===== config.mk =====
export PLATFORM = sky130hd
export DESIGN_NAME = ifid_stage
export DESIGN_NICKNAME = d
export VERILOG_FILES = /design/src/rtl/ifid_stage.sv
export SDC_FILE = /design/constraint.sdc
export NUM_CORES = 1
export LEC_CHECK = 0
export CAP_MARGIN = 20
export CORE_MARGIN = 2
export CORE_UTILIZATION = 30
export CTS_BUF_LIST = sky130_fd_sc_hd__clkbuf_16
export DETAILED_ROUTE_END_ITERATION = 12
export PLACE_DENSITY = 0.56
export SKIP_CTS_REPAIR_TIMING = 1
export SLEW_MARGIN = 20
export SYNTH_ARGS = -nofsm -noshare
export SYNTH_HDL_FRONTEND = slang
export SYNTH_SLANG_ARGS = --single-unit

===== constraint.sdc =====
create_clock -name clk -period 3.3 [get_ports clk]
set_clock_uncertainty 0.15 [all_clocks]
set_input_delay 0.33 -clock clk [delete_from_list [all_inputs] [get_ports clk]]
set_output_delay 0.33 -clock clk [all_outputs]
set_load 0.02 [all_outputs]

===== src/rtl/ifid_stage.sv =====
// ifid_stage: fetch PC register plus IF/ID pipeline register.
// Holds on hazard stall, flushes on redirect from ID, and reports
// ID/EX bubbles, stall statistics and a stall-run watchdog.
//
// Control semantics: nopIFID is a level-sensitive hold request that
// applies at every rising edge where it is high. redirect is a
// single-cycle request that takes effect only when nopIFID is low at
// that edge. There is no ready/back-pressure path out of this block.
module ifid_stage #(
  parameter logic [31:0] RESET_PC  = 32'h0000_3000,
  parameter int          STALL_MAX = 3,
  parameter int          CNT_W     = 16
) (
  input  logic             clk,
  input  logic             rst,
  input  logic             nopIFID,
  input  logic             redirect,
  input  logic [31:0]      target,
  input  logic [31:0]      imem_instr,
  output logic [31:0]      pc,
  output logic [31:0]      instr_id,
  output logic [31:0]      pc4_id,
  output logic             valid_id,
  output logic             bubble_idex,
  output logic [CNT_W-1:0] stall_cnt,
  output logic [2:0]       stall_run,
  output logic             stall_timeout,
  output logic             state_dbg
);

  typedef enum logic {RUN = 1'b0, STALL = 1'b1} state_e;

  state_e             state_q, state_d;
  logic [31:0]        pc_q, pc_d;
  logic [31:0]        instr_q, instr_d;
  logic [31:0]        pc4_q, pc4_d;
  logic               valid_q, valid_d;
  logic [CNT_W-1:0]   cnt_q, cnt_d;
  logic [2:0]         run_q, run_d;
  logic               tmo_q, tmo_d;
  logic [31:0]        pc_plus4;

  assign pc_plus4 = pc_q + 32'd4;

  // Next-state logic for the FSM, PC and IF/ID (stall > redirect > normal).
  always_comb begin
    state_d = state_q;
    pc_d    = pc_q;
    instr_d = instr_q;
    pc4_d   = pc4_q;
    valid_d = valid_q;
    case (state_q)
      RUN:     if (nopIFID)  state_d = STALL;
      STALL:   if (!nopIFID) state_d = RUN;
      default: state_d = RUN;
    endcase
    if (nopIFID) begin
      // Hold everything; a same-cycle redirect is dropped and re-asserted later.
    end else if (redirect) begin
      pc_d    = {target[31:2], 2'b00};
      instr_d = 32'd0;
      pc4_d   = 32'd0;
      valid_d = 1'b0;
    end else begin
      pc_d    = pc_plus4;
      instr_d = imem_instr;
      pc4_d   = pc_plus4;
      valid_d = 1'b1;
    end
  end

  // Next-state logic for stall statistics and the sticky watchdog.
  always_comb begin
    cnt_d = cnt_q;
    run_d = 3'd0;
    tmo_d = tmo_q;
    if (nopIFID) begin
      if (cnt_q != {CNT_W{1'b1}}) cnt_d = cnt_q + 1'b1;
      run_d = (run_q == 3'd7) ? 3'd7 : run_q + 3'd1;
      // This edge makes the run exceed STALL_MAX.
      if (int'(run_q) >= STALL_MAX) tmo_d = 1'b1;
    end
  end

  // State registers with synchronous active-low reset.
  always_ff @(posedge clk) begin
    if (!rst) begin
      state_q <= RUN;
      pc_q    <= RESET_PC;
      instr_q <= 32'd0;
      pc4_q   <= 32'd0;
      valid_q <= 1'b0;
      cnt_q   <= '0;
      run_q   <= 3'd0;
      tmo_q   <= 1'b0;
    end else begin
      state_q <= state_d;
      pc_q    <= pc_d;
      instr_q <= instr_d;
      pc4_q   <= pc4_d;
      valid_q <= valid_d;
      cnt_q   <= cnt_d;
      run_q   <= run_d;
      tmo_q   <= tmo_d;
    end
  end

  assign pc            = pc_q;
  assign instr_id      = instr_q;
  assign pc4_id        = pc4_q;
  assign valid_id      = valid_q;
  // Bubble only when a real instruction is frozen in ID, never under reset.
  assign bubble_idex   = nopIFID & valid_q & rst;
  assign stall_cnt     = cnt_q;
  assign stall_run     = run_q;
  assign stall_timeout = tmo_q;
  assign state_dbg     = state_q;

endmodule


==> flow_summary.json, run 1 <==
{
  "antennaDiodeCount": 0,
  "pwr-share-seq_pct": 42.5,
  "maxCapViolCount": 0,
  "antenna_found_initial": 0,
  "viasPerCell": 5.02,
  "place_inst": 940,
  "final_common_cell": "clkdlybuf4s50_1",
  "report.final.setup_viol": 0,
  "drt_iter0_drc": 407,
  "wl_per_cell_um": 16.2,
  "switching_share_pct": 26.3,
  "cts_root_buffer": "clkbuf_16",
  "cts_buffer_depth": 2,
  "multi_input_area_um2": 2500,
  "avgSynthCellArea_um2": 8.76,
  "combPwrFrac_pct": 12.0,
  "worst-path-max-fanout": 8,
  "regArea_um2": 2300,
  "synth_seq_cells": 115,
  "die_area_um2": 17800,
  "async_flop_share_pct": 0,
  "synth_top_area_share_pct": 45.9,
  "drc_errors": 0,
  "fin_crit_ns": 2.61,
  "p_sw_uw": 926,
  "firstDrtPassIters": 5,
  "grt-ovfl-total": 0,
  "fin_tns_setup_ns": 0,
  "dp_hpwl_mm": 11.1,
  "internal_power_mw": 2.60,
  "start_kind": "flop",
  "numPortBuffers": 182,
  "place_congestion": 0.803,
  "area_delta_synth_final_pct": 49.9,
  "ir_drop_v": 0.000346,
  "grt_max_degree": 59,
  "report.final.slew_viol_count": 0,
  "yosysWarnings": 0,
  "worst_pin_slew_ns": 0.599,
  "final_cells": 972,
  "synth-seq-area-share_pct": 45.9,
  "drt_wl_total_mm": 15.8,
  "nets": 810,
  "min_period_over_period_pct": 79.2,
  "ios": 187,
  "rsz0062_at_grt": "false",
  "clk-insertion-delay-late_ns": 0.41,
  "synthesis.area_um2": 5010,
  "fp.dieH_um": 133,
  "status": "finished clean",
  "mostFrequentLayoutCells": "clkdlybuf4s50_1, dfxtp_1, nand2_1, nor2_1, o21ai_0",
  "core_um2": 16500,
  "synth_cell_types": 52,
  "r2r_slack_ns": 0.69,
  "via_count": 4877,
  "p_per_area_nw_per_um2": 469,
  "start_util_pct": 30.4,
  "num-fill-cells": 1619,
  "cts_sinks": 115,
  "die_w_um": 133,
  "yosys-top-cells-area": "dfxtp_1, a22o_1, o21ai_0",
  "min_path_type": "flop to flop",
  "synth-edff-count": 0,
  "syn_inst": 572,
  "slew-limit-headroom_pct": 59.9,
  "critPathKind": "flop to flop",
  "numCtsBuffers": 17,
  "htreeDepth": 4,
  "end_kind": "flop",
  "clkPwrFrac_pct": 45.6,
  "grt_pass1_wl_mm": 25.2,
  "whs_ns": 0.298,
  "grt_use_total_pct": 17.8,
  "rows": 47,
  "postSynth.topFlopCell": "dfxtp_1",
  "worstPathRequired_ns": 3.48,
  "ant_nets": 0,
  "yosys.area.top_type": "dfxtp_1",
  "drive_gt1_share_pct": 6.91,
  "tritoncts": "done",
  "p_leak_nw": 2.73,
  "grt_pass1_vias": 4878,
  "max_freq_mhz": 383,
  "hold_viol_final": 0,
  "clkTransAtPathRegs_ns": 0.06,
  "arrival_ns": 2.80
}
[layout make-up]
cell class / instances / share of cell area, %
multi-input combinational: 407 / 33.2
sequential: 115 / 30.7
timing repair buffer: 191 / 25.2
clock buffer: 17 / 5.66
tap: 220 / 3.66
clock inverter: 15 / 1.25
inverter: 7 / 0.350
[per-stage QoR]
stage                     total power [mW]  instance area [um^2]  utilization [%]  setup slack (ns)
final                                 3.52                  7510             45.6             0.686
after floorplan                       1.72                  5010                -             0.952
after detailed placement              1.95                  6990             42.5             0.444
after CTS                             3.57                  7510             45.6             0.682
after global placement                1.94                  6990             42.5             0.497
after global routing                  3.67                  7510             45.6             0.418
[flip-flops by register name, indices dropped and copies added (netlist names)]
register / flops
instr_id: 32
pc4_id: 31
pc: 30
stall_cnt: 16
stall_run: 3
stall_timeout: 1
state_dbg: 1
valid_id: 1
[kinds of logic after synthesis]
logic type,count (synthesis),share of synthesized area [%]
simple gates,198,20.1
fa+ha+maj,3,0.749
xor+xnor,38,6.64
compound gates,161,21.1
buf+inv,51,4.37
mux,5,0.999
other cells,1,0.0748
flops,115,45.9
[path summary, 6_finish.rpt]
kind	from	to	depth (start not counted)
max	pc[2]$_SDFFE_PN0N_	pc[18]$_SDFFE_PN0N_	6
min	pc4_id[24]$_SDFFE_PN0N_	pc4_id[24]$_SDFFE_PN0N_	2
max reg2reg	pc[2]$_SDFFE_PN0N_	pc[18]$_SDFFE_PN0N_	6
min reg2reg	pc4_id[24]$_SDFFE_PN0N_	pc4_id[24]$_SDFFE_PN0N_	2
[metal layers]
metal  global-route usage [%]  up-vias  wire, um
met5                        0        -         0
met4                     9.22        0       563
met3                     3.96       38       805
met2                     28.4      167      7390
met1                     22.6     2281      6990
li1                         -     2391         -
[power by group through the flow]
stage	clock [mW]	combinational, mW	sequential (mW)
floorplan	0	0.148	1.57
global placement	0	0.419	1.52
detailed placement	0	0.424	1.52
CTS	1.65	0.426	1.50
global route	1.71	0.452	1.50
finish	1.61	0.421	1.50
[synth_stat cells, drive strengths merged, types with 5 or more instances]
master	number
inv	7
xnor2	13
o22ai	7
clkbuf	31
o21ai	48
or3	6
a21oi	27
a31oi	11
a22oi	12
a22o	34
nor4	7
o211ai	5
buf	13
xor2	25
and3	11
nand4	12
mux2i	5
dfxtp	115
nor2	50
nand3	19
nand2	57
and2	10
nor3	12
[critical path: stages (launching register included)]
cell,delay [ns]
dfxtp_1,0.49
ha_1,0.33
nand4_1,0.28
or3_1,0.58
or3_1,0.36
a21oi_1,0.20
o21bai_1,0.15
Note: power is estimated with default switching activity, not from simulation.
==> run 2, diff against run 1 <==
Clock period 3.3 ns to 2.5 ns, I/O delays scaled along.
==> run 2 against run 1 <==
Hold slack worse by 0.077 ns; cell area is 3.1% higher; sequential power grew 31%; largest cell class unchanged; largest power group unchanged.
==> flow_summary.json, run 2 (synthesized netlist as in run 1, its figures left out) <==
{
  "drc_errors": 0,
  "drt_wl_total_mm": 16.0,
  "die_area_um2": 17800,
  "min_to": "pc4_id[1]$_SDFFE_PN0N_",
  "maxCapViolCount": 0,
  "setup_ws_ns": 0.258,
  "tritoncts": "done",
  "viasPerCell": 4.97,
  "pre_cts_ws_ns": 0.188,
  "report.final.setup_viol": 0,
  "drt_iter0_drc": 295,
  "die_w_um": 133,
  "status": "finished clean",
  "worst_pin_slew_ns": 0.555,
  "start_util_pct": 30.4,
  "antenna_found_initial": 1,
  "report.final.slew_viol_count": 0,
  "p_per_area_nw_per_um2": 665,
  "hold_viol_final": 0,
  "place_congestion": 0.833,
  "critPathKind": "flop to flop",
  "grt_pass1_vias": 4775,
  "met1_length_mm": 7.16,
  "min_path_type": "input port to flop",
  "cts_buffer_depth": 2,
  "fin_crit_ns": 2.24,
  "end_kind": "flop",
  "worst-path-max-fanout": 6,
  "whs_ns": 0.222,
  "rsz0062_at_grt": "false",
  "regToRegStartpoint": "pc[6]$_SDFFE_PN0N_",
  "ios": 187,
  "ant_nets": 0,
  "met3WireLength_um": 839,
  "drive_gt1_share_pct": 8.89,
  "worst-r2r-cell-count": 5,
  "ir_drop_v": 0.000454,
  "grt_pass1_wl_mm": 25.2,
  "cts_sinks": 115,
  "grt-ovfl-total": 0,
  "start_kind": "flop",
  "via_count": 4910,
  "area_delta_synth_final_pct": 54.5,
  "largest_reg_flops": 32,
  "r2r_slack_ns": 0.26,
  "mostFrequentLayoutCells": "clkdlybuf4s50_1, dfxtp_1, nand2_1, nor2_1, o21ai_0",
  "rows": 47,
  "hold_depth": 2,
  "clkTransAtPathRegs_ns": 0.06,
  "worstPathRequired_ns": 2.66,
  "fp.dieH_um": 133,
  "final_area_um2": 7740,
  "postPlaceCellArea_um2": 7100,
  "clk-insertion-delay-late_ns": 0.41,
  "grt_use_total_pct": 17.8,
  "dp_hpwl_mm": 11.2,
  "fin_tns_setup_ns": 0,
  "nets": 823,
  "min_period_over_period_pct": 89.7,
  "slew-limit-headroom_pct": 62.8,
  "utilization_pct": 47.0,
  "numPortBuffers": 182,
  "arrival_ns": 2.40,
  "p_leak_nw": 2.86,
  "max_freq_mhz": 446,
  "cts_root_buffer": "clkbuf_16",
  "core_um2": 16500,
  "firstDrtPassIters": 4,
  "rr_endpoint": "pc[21]$_SDFFE_PN0N_",
  "grt_max_degree": 59,
  "htreeDepth": 4,
  "wl_per_cell_um": 16.2,
  "numCtsBuffers": 17,
  "highest-signal-layer": "met4",
  "final_common_cell": "clkdlybuf4s50_1",
  "met2_wirelength_mm": 7.47,
  "min_from": "nopIFID"
}
-- run 2: routing by layer --
layer  track usage [%]  up-vias
met5                 0        -
met3              4.98       36
met2              28.1      141
met1              22.4     2319
met4              9.10        0
li1                  -     2414
-- run 2: worst max-delay path by stage --
stage,slack (ns),to,start
floorplan,0.15,pc[18]$_SDFFE_PN0N_,pc[2]$_SDFFE_PN0N_
global placement,0.24,pc[18]$_SDFFE_PN0N_,pc[3]$_SDFFE_PN0N_
detailed placement,0.19,pc[18]$_SDFFE_PN0N_,pc[3]$_SDFFE_PN0N_
CTS,0.17,pc[18]$_SDFFE_PN0N_,pc[3]$_SDFFE_PN0N_
global route,0.09,pc[18]$_SDFFE_PN0N_,pc[3]$_SDFFE_PN0N_
finish,0.26,pc[21]$_SDFFE_PN0N_,pc[6]$_SDFFE_PN0N_
-- run 2: metrics by stage --
stage               instances  power [mW]
floorplan                 573        2.27
global placement          953        2.58
detailed placement        953        2.59
CTS                       985        5.22
global route              986        5.35
finish                    987        5.15
-- run 2: power breakdown --
group	switching, mW	internal, mW	leakage (nW)	total [mW]
Clock	0.919	1.68	0.310	2.60
Combinational	0.293	0.294	1.61	0.587
Sequential	0.0640	1.90	0.937	1.96
Total	1.28	3.87	2.86	5.15
-- run 2: critical path, stage by stage (launching register included) --
cell     delay (ns)
dfxtp_1        0.46
nand3_2        0.18
or4_4          0.62
or3_4          0.36
a21o_1         0.19
a22o_1         0.17
-- run 2: final cells by class --
class	instances	area [um^2]
clock buffers	17	425
inverters	7	26.3
well taps	220	275
multi-input cells	407	2500
repair buffers	204	2000
clock inverters	15	204
fillers	1595	8720
diodes	2	5.00
flip-flops and latches	115	2300
